===== config.mk =====
export PLATFORM = sky130hd
export DESIGN_NAME = ascii_hex_parser
export DESIGN_NICKNAME = d
export VERILOG_FILES = /design/src/rtl/ascii_hex_pkg.sv /design/src/rtl/ascii_hex_char.sv /design/src/rtl/ascii_hex_parser.sv
export SDC_FILE = /design/constraint.sdc
export NUM_CORES = 1
export LEC_CHECK = 0
export ABC_AREA = 1
export CORE_MARGIN = 3
export CORE_UTILIZATION = 40
export CTS_CLUSTER_SIZE = 16
export DETAILED_ROUTE_END_ITERATION = 16
export SLEW_MARGIN = 5
export SYNTH_ARGS = -nofsm -noshare
export SYNTH_HDL_FRONTEND = slang
export SYNTH_HIERARCHICAL = 1
export SYNTH_SLANG_ARGS = --single-unit

===== constraint.sdc =====
create_clock -name CLK -period 2.1 [get_ports CLK]
set_clock_uncertainty 0.05 [all_clocks]
set_input_delay 0.21 -clock CLK [delete_from_list [all_inputs] [get_ports CLK]]
set_output_delay 0.21 -clock CLK [all_outputs]
set_load 0.1 [all_outputs]

===== src/rtl/ascii_hex_pkg.sv =====
// Shared definitions for the ASCII hex parser: FSM states, delimiter
// codes, digit-counter width and a delimiter classification helper.
package ascii_hex_pkg;

  // Wide enough to hold a count of 16 digits without wrapping.
  localparam int CNT_W = 5;
  localparam logic [CNT_W-1:0] CNT_ONE = 5'd1;

  localparam logic [7:0] CH_CR    = 8'h0D;
  localparam logic [7:0] CH_LF    = 8'h0A;
  localparam logic [7:0] CH_SP    = 8'h20;
  localparam logic [7:0] CH_COMMA = 8'h2C;

  typedef enum logic [1:0] {
    ST_IDLE = 2'd0,  // no digits held
    ST_ACC  = 2'd1,  // partial word being accumulated
    ST_OUT  = 2'd2,  // completed word offered downstream
    ST_SKIP = 2'd3   // discarding characters after an illegal one
  } state_t;

  function automatic logic is_delim_f(input logic [7:0] c);
    return (c == CH_CR) || (c == CH_LF) || (c == CH_SP) || (c == CH_COMMA);
  endfunction

endpackage


===== src/rtl/ascii_hex_char.sv =====
// Combinational classifier for one ASCII byte: hex digit (with its nibble
// value), word delimiter, or neither. Lower-case digits are optional.
module ascii_hex_char
  import ascii_hex_pkg::*;
#(
  parameter int LOWER_EN = 1
) (
  input  logic [7:0] char_in,
  output logic       is_digit,
  output logic       is_delim,
  output logic [3:0] nibble
);

  // Decode the byte; letters map via their low nibble plus nine.
  always_comb begin
    is_digit = 1'b0;
    nibble   = 4'd0;
    is_delim = is_delim_f(char_in);
    if ((char_in >= 8'h30) && (char_in <= 8'h39)) begin
      is_digit = 1'b1;
      nibble   = char_in[3:0];
    end else if ((char_in >= 8'h41) && (char_in <= 8'h46)) begin
      is_digit = 1'b1;
      nibble   = char_in[3:0] + 4'd9;
    end else if ((LOWER_EN != 0) && (char_in >= 8'h61) && (char_in <= 8'h66)) begin
      is_digit = 1'b1;
      nibble   = char_in[3:0] + 4'd9;
    end else begin
      is_digit = 1'b0;
      nibble   = 4'd0;
    end
  end

endmodule


===== src/rtl/ascii_hex_parser.sv =====
// Streaming ASCII hex parser: accumulates up to CHAR_NUM hex digits into a
// word, emits early on a delimiter, flags illegal characters and skips to
// the next delimiter after one. Handshakes on both sides; all outputs are
// registered.
module ascii_hex_parser
  import ascii_hex_pkg::*;
#(
  parameter int CHAR_NUM = 2,
  parameter int LOWER_EN = 1
) (
  input  logic                  CLK,
  input  logic                  RST_N,
  input  logic                  iVALID,
  input  logic [7:0]            iCHAR,
  output logic                  oREADY,
  output logic                  oVALID,
  output logic [CHAR_NUM*4-1:0] oDATA,
  output logic [4:0]            oCNT,
  input  logic                  iREADY,
  output logic                  oERR
);

  localparam int W = CHAR_NUM * 4;
  localparam logic [CNT_W-1:0] CNT_FULL = CNT_W'(CHAR_NUM);

  state_t           state_r, state_nxt;
  logic [W-1:0]     acc_r, acc_nxt;
  logic [CNT_W-1:0] cnt_r, cnt_nxt;
  logic [W-1:0]     data_r, data_nxt;
  logic [CNT_W-1:0] ocnt_r, ocnt_nxt;
  logic             valid_r, valid_nxt;
  logic             ready_r, ready_nxt;
  logic             err_r, err_nxt;

  logic             is_digit;
  logic             is_delim;
  logic [3:0]       nibble;
  logic             char_acc;
  logic [W-1:0]     nib_ext;
  logic [W-1:0]     acc_shift;
  logic [CNT_W-1:0] cnt_inc;

  ascii_hex_char #(.LOWER_EN(LOWER_EN)) u_char (
    .char_in  (iCHAR),
    .is_digit (is_digit),
    .is_delim (is_delim),
    .nibble   (nibble)
  );

  // Shift helpers; written without a slice so CHAR_NUM=1 stays legal.
  always_comb begin
    nib_ext       = '0;
    nib_ext[3:0]  = nibble;
    acc_shift     = (acc_r << 4) | nib_ext;
    cnt_inc       = cnt_r + CNT_ONE;
    char_acc      = iVALID && ready_r;
  end

  // Next-state and next-output logic for the parser FSM.
  always_comb begin
    state_nxt = state_r;
    acc_nxt   = acc_r;
    cnt_nxt   = cnt_r;
    data_nxt  = data_r;
    ocnt_nxt  = ocnt_r;
    err_nxt   = 1'b0;
    case (state_r)
      ST_IDLE, ST_ACC: begin
        if (char_acc) begin
          if (is_digit) begin
            if (cnt_inc == CNT_FULL) begin
              data_nxt  = acc_shift;
              ocnt_nxt  = CNT_FULL;
              acc_nxt   = '0;
              cnt_nxt   = '0;
              state_nxt = ST_OUT;
            end else begin
              acc_nxt   = acc_shift;
              cnt_nxt   = cnt_inc;
              state_nxt = ST_ACC;
            end
          end else if (is_delim) begin
            // A delimiter only closes a word that has digits in it.
            if (state_r == ST_ACC) begin
              data_nxt  = acc_r;
              ocnt_nxt  = cnt_r;
              acc_nxt   = '0;
              cnt_nxt   = '0;
              state_nxt = ST_OUT;
            end else begin
              state_nxt = ST_IDLE;
            end
          end else begin
            err_nxt   = 1'b1;
            acc_nxt   = '0;
            cnt_nxt   = '0;
            state_nxt = ST_SKIP;
          end
        end else begin
          state_nxt = state_r;
        end
      end
      ST_OUT: begin
        if (iREADY) begin
          state_nxt = ST_IDLE;
        end else begin
          state_nxt = ST_OUT;
        end
      end
      ST_SKIP: begin
        if (char_acc && is_delim) begin
          state_nxt = ST_IDLE;
        end else begin
          state_nxt = ST_SKIP;
        end
      end
      default: begin
        state_nxt = ST_IDLE;
        acc_nxt   = '0;
        cnt_nxt   = '0;
      end
    endcase
    valid_nxt = (state_nxt == ST_OUT);
    ready_nxt = (state_nxt != ST_OUT);
  end

  // State and output registers with synchronous active-low reset.
  always_ff @(posedge CLK) begin
    if (!RST_N) begin
      state_r <= ST_IDLE;
      acc_r   <= '0;
      cnt_r   <= '0;
      data_r  <= '0;
      ocnt_r  <= '0;
      valid_r <= 1'b0;
      ready_r <= 1'b1;
      err_r   <= 1'b0;
    end else begin
      state_r <= state_nxt;
      acc_r   <= acc_nxt;
      cnt_r   <= cnt_nxt;
      data_r  <= data_nxt;
      ocnt_r  <= ocnt_nxt;
      valid_r <= valid_nxt;
      ready_r <= ready_nxt;
      err_r   <= err_nxt;
    end
  end

  assign oREADY = ready_r;
  assign oVALID = valid_r;
  assign oDATA  = data_r;
  assign oCNT   = ocnt_r;
  assign oERR   = err_r;

endmodule


==> results.md <==
* Area growth from synthesis to layout at 33.48%
* Die width at between 70 and 80 um
* Syn Area/Cell at about 7.3 um^2
* Post-synthesis sequential area ratio at 0.3642
* Die height at slightly above 70 um
* Via Count at ~1.6k
* Area leader, netlist: dfxtp_1
* Startpoint Class: input port
* Synth area leaders: dfxtp_1, nand2_1, a21oi_1
* Remaining global-route overflow at 0
* Hold-fix buffers at CTS at 0
* Buffers on Ports at 27
* Mapped Nets at about 250
* Post-route DRC at 0
* Final WL at around 4000 um
* Worst endpoint data arrival time at ~2.0 ns
* Core Area at 4058 um^2
* Leak at roughly 0.94 nW
* EDFF count, synth at 0
* Antenna Cells at 0
* CTS tree: built
* Synth cell types at 30
* Dpl cell area at 2156 um^2
* Total power at about 0.0014 W
* Synthesized cell area at 1704 um^2
* Clock transition at path regs at 0.07 ns
* Worst hold path class: flip-flop to flip-flop
* Synth Instances at 233
* Max Cap Viol at 0
* DR WL/cell at between 10 and 15 um
* Final worst slack at between 0.15 and 0.2 ns
* Share of cells above drive strength 1 at 0.3031
* Vias/cell at 4.789
* First-pass GRT wire length at ~6700 um
* #FFs+latches synth at 31
* DP Worst Slack at -0.3338 ns
* Crit share post-route at 0.9100
* Final Hold Fails at 0
* Fraction of registers with async set/reset at 0
* Pwr Density at between 600 and 700 nW/um^2
* Largest net degree at the start of global routing at 21
* Antenna violations before repair at 0
* RSZ-0062 raised after global routing: false
* Critical-path maximum fanout at 6
* Share of the synthesized area in the top cell type at 0.3642
* Detailed Place HPWL at a little over 3000 um
* Yosys warnings at 6
* Rel. slew slack at 0.4983
* Status: finished clean
* CTS H-tree depth at 2
* Setup TNS at 0 ns
* I/O pin count at 28
* Nets at approximately 310
* Clk_lat worst skew at approximately 0.28 ns
* GRT Total Usage at 0.1667
* Placed cells at 329
* Fin crit period at around 1.9 ns
* Post-route cell area at around 2300 um^2
* GP Congestion at 0.8782
* Setup CP Type: input port to flip-flop
* Final max-slew violation count at 0
* Clk buf depth at 2
* Crit end category: flip-flop
* Die ar. at between 5000 and 6000 um^2
* Starting density of the core at 0.4200
* Setup Viol. Count Final at 0
* Worst vdd ir at between 400 and 500 uV
* Vias in the first global route at 1513
* Rows at 23
* Layout Cells excl Fill at 337
* Clock Sinks at 31
* Slew @ Worst Pin at between 0.7 and 0.8 ns
* Most used DFF post-synth: dfxtp_1
* Initial DRC count at between 70 and 80
* Post-DRT Antenna Nets at 0
* Pre-antenna DRT Iters at 4
* Critical Path RT at approximately 2.2 ns
* Root Driver: clkbuf_8
* Fmax at roughly 520 MHz
* CTS Buf Count at 5
registers in the layout, indices dropped and copies added, names as in the netlist:
signal and flops:
oVALID 1, state_r 2, oREADY 1, oCNT 5
cnt_r 5, acc_r 8, oERR 1, oDATA 8
final cells by class:
| class | count | area [um^2] |
|---|---|---|
| Fill cell | 397 | 1783 |
| Clock inverter | 1 | 5.005 |
| Timing Repair Buffer | 56 | 451.7 |
| Sequential cell | 31 | 621.8 |
| Clock buffer | 6 | 82.58 |
| Inverter | 24 | 90.09 |
| Multi-Input combinational cell | 169 | 960.9 |
| Tap cell | 50 | 62.56 |
synthesized netlist by cell type (all sizes together) (2+ instances only):
master	instances
ha	6
mux2i	7
nand2	60
clkbuf	3
inv	24
nor2	26
a21oi	29
o21ai	6
nand4	3
nand3	25
buf	6
dfxtp	31
nand3b	2
metal layers:
metal | vias up | wire length (um) | track usage
met2 | 30 | 1809 | 0.2500
met4 | 0 | 88 | 0.06472
met1 | 709 | 1959 | 0.2283
met3 | 10 | 151 | 0.04488
met5 | - | 0 | 0
li1 | 865 | - | -
report_power, final:
part	internal, W	switching, W	leakage (nW)
combinational	0.000101	0.000182	0.644
sequential	0.000603	0.00000941	0.250
clock	0.000257	0.000217	0.0470
what timing repair did:
| action | CTS | global route |
|---|---|---|
| resized for setup | 2 | 8 |
| setup endpoints to repair | 13 | 29 |
| pin swaps | 0 | 4 |
| cloned | 0 | 0 |
| setup buffers | 0 | 1 |
stage by stage:
stage	hold WS [ns]	util
after floorplan	0.3857	-
after global placement	0.4001	0.5313
after detailed placement	0.4039	0.5313
after CTS	0.4146	0.5532
after global routing	0.4361	0.5606
final	0.4122	0.5606
kinds of logic (layout without fill, tap and decap cells):
logic type                 Yosys count  after routing  synth area share
and+or+nand+nor                    117            117            0.3333
DFF                                 31             31            0.3642
muxes                                7              7           0.04112
adders and majority gates            6              6           0.04405
AOI/OAI and AO/OA                   39             39            0.1336
buffers and inverters               33             87           0.08369
worst max-delay path, stage by stage:
cell and delay, ns:
clkdlybuf4s50_1 0.57, inv_1 0.08, nand2_1 0.06, nand3_1 0.06, nand2_1 0.06, nand3b_1 0.08
nor2_2 0.14, nor2_2 0.07, a211oi_4 0.25, nand2_1 0.23, nand2_1 0.13, a21oi_2 0.05
placed cells by master, fill, tap and decap left out, types with 2 or more instances in the layout:
master	netlist	layout
a21oi_1	26	24
a21oi_2	3	5
buf_4	2	45
clkbuf_8	0	6
clkdlybuf4s50_1	0	8
dfxtp_1	31	30
dlymetal6s2s_1	0	2
ha_1	6	6
inv_1	15	14
inv_2	9	10
mux2i_1	7	7
nand2_1	56	55
nand2_2	3	4
nand3_1	20	20
nand3_2	4	4
nand3b_1	2	2
nand4_1	2	2
nor2_1	21	19
nor2_2	4	5
nor2_4	1	2
o21ai_0	4	4
o21ai_1	2	2
worst paths after layout:
kind | slack [ns] | end | depth (start not counted) | start
max | 0.19 | oDATA[3]$_SDFFE_PN0P_ | 12 | iCHAR[3]
min | 0.41 | oCNT[0]$_SDFFE_PN0P_ | 2 | oCNT[0]$_SDFFE_PN0P_
max reg2reg | 0.36 | oDATA[3]$_SDFFE_PN0P_ | 10 | cnt_r[0]$_SDFFE_PN0P_
min reg2reg | 0.41 | oCNT[0]$_SDFFE_PN0P_ | 2 | oCNT[0]$_SDFFE_PN0P_
Note: power is estimated with default switching activity, not from simulation.
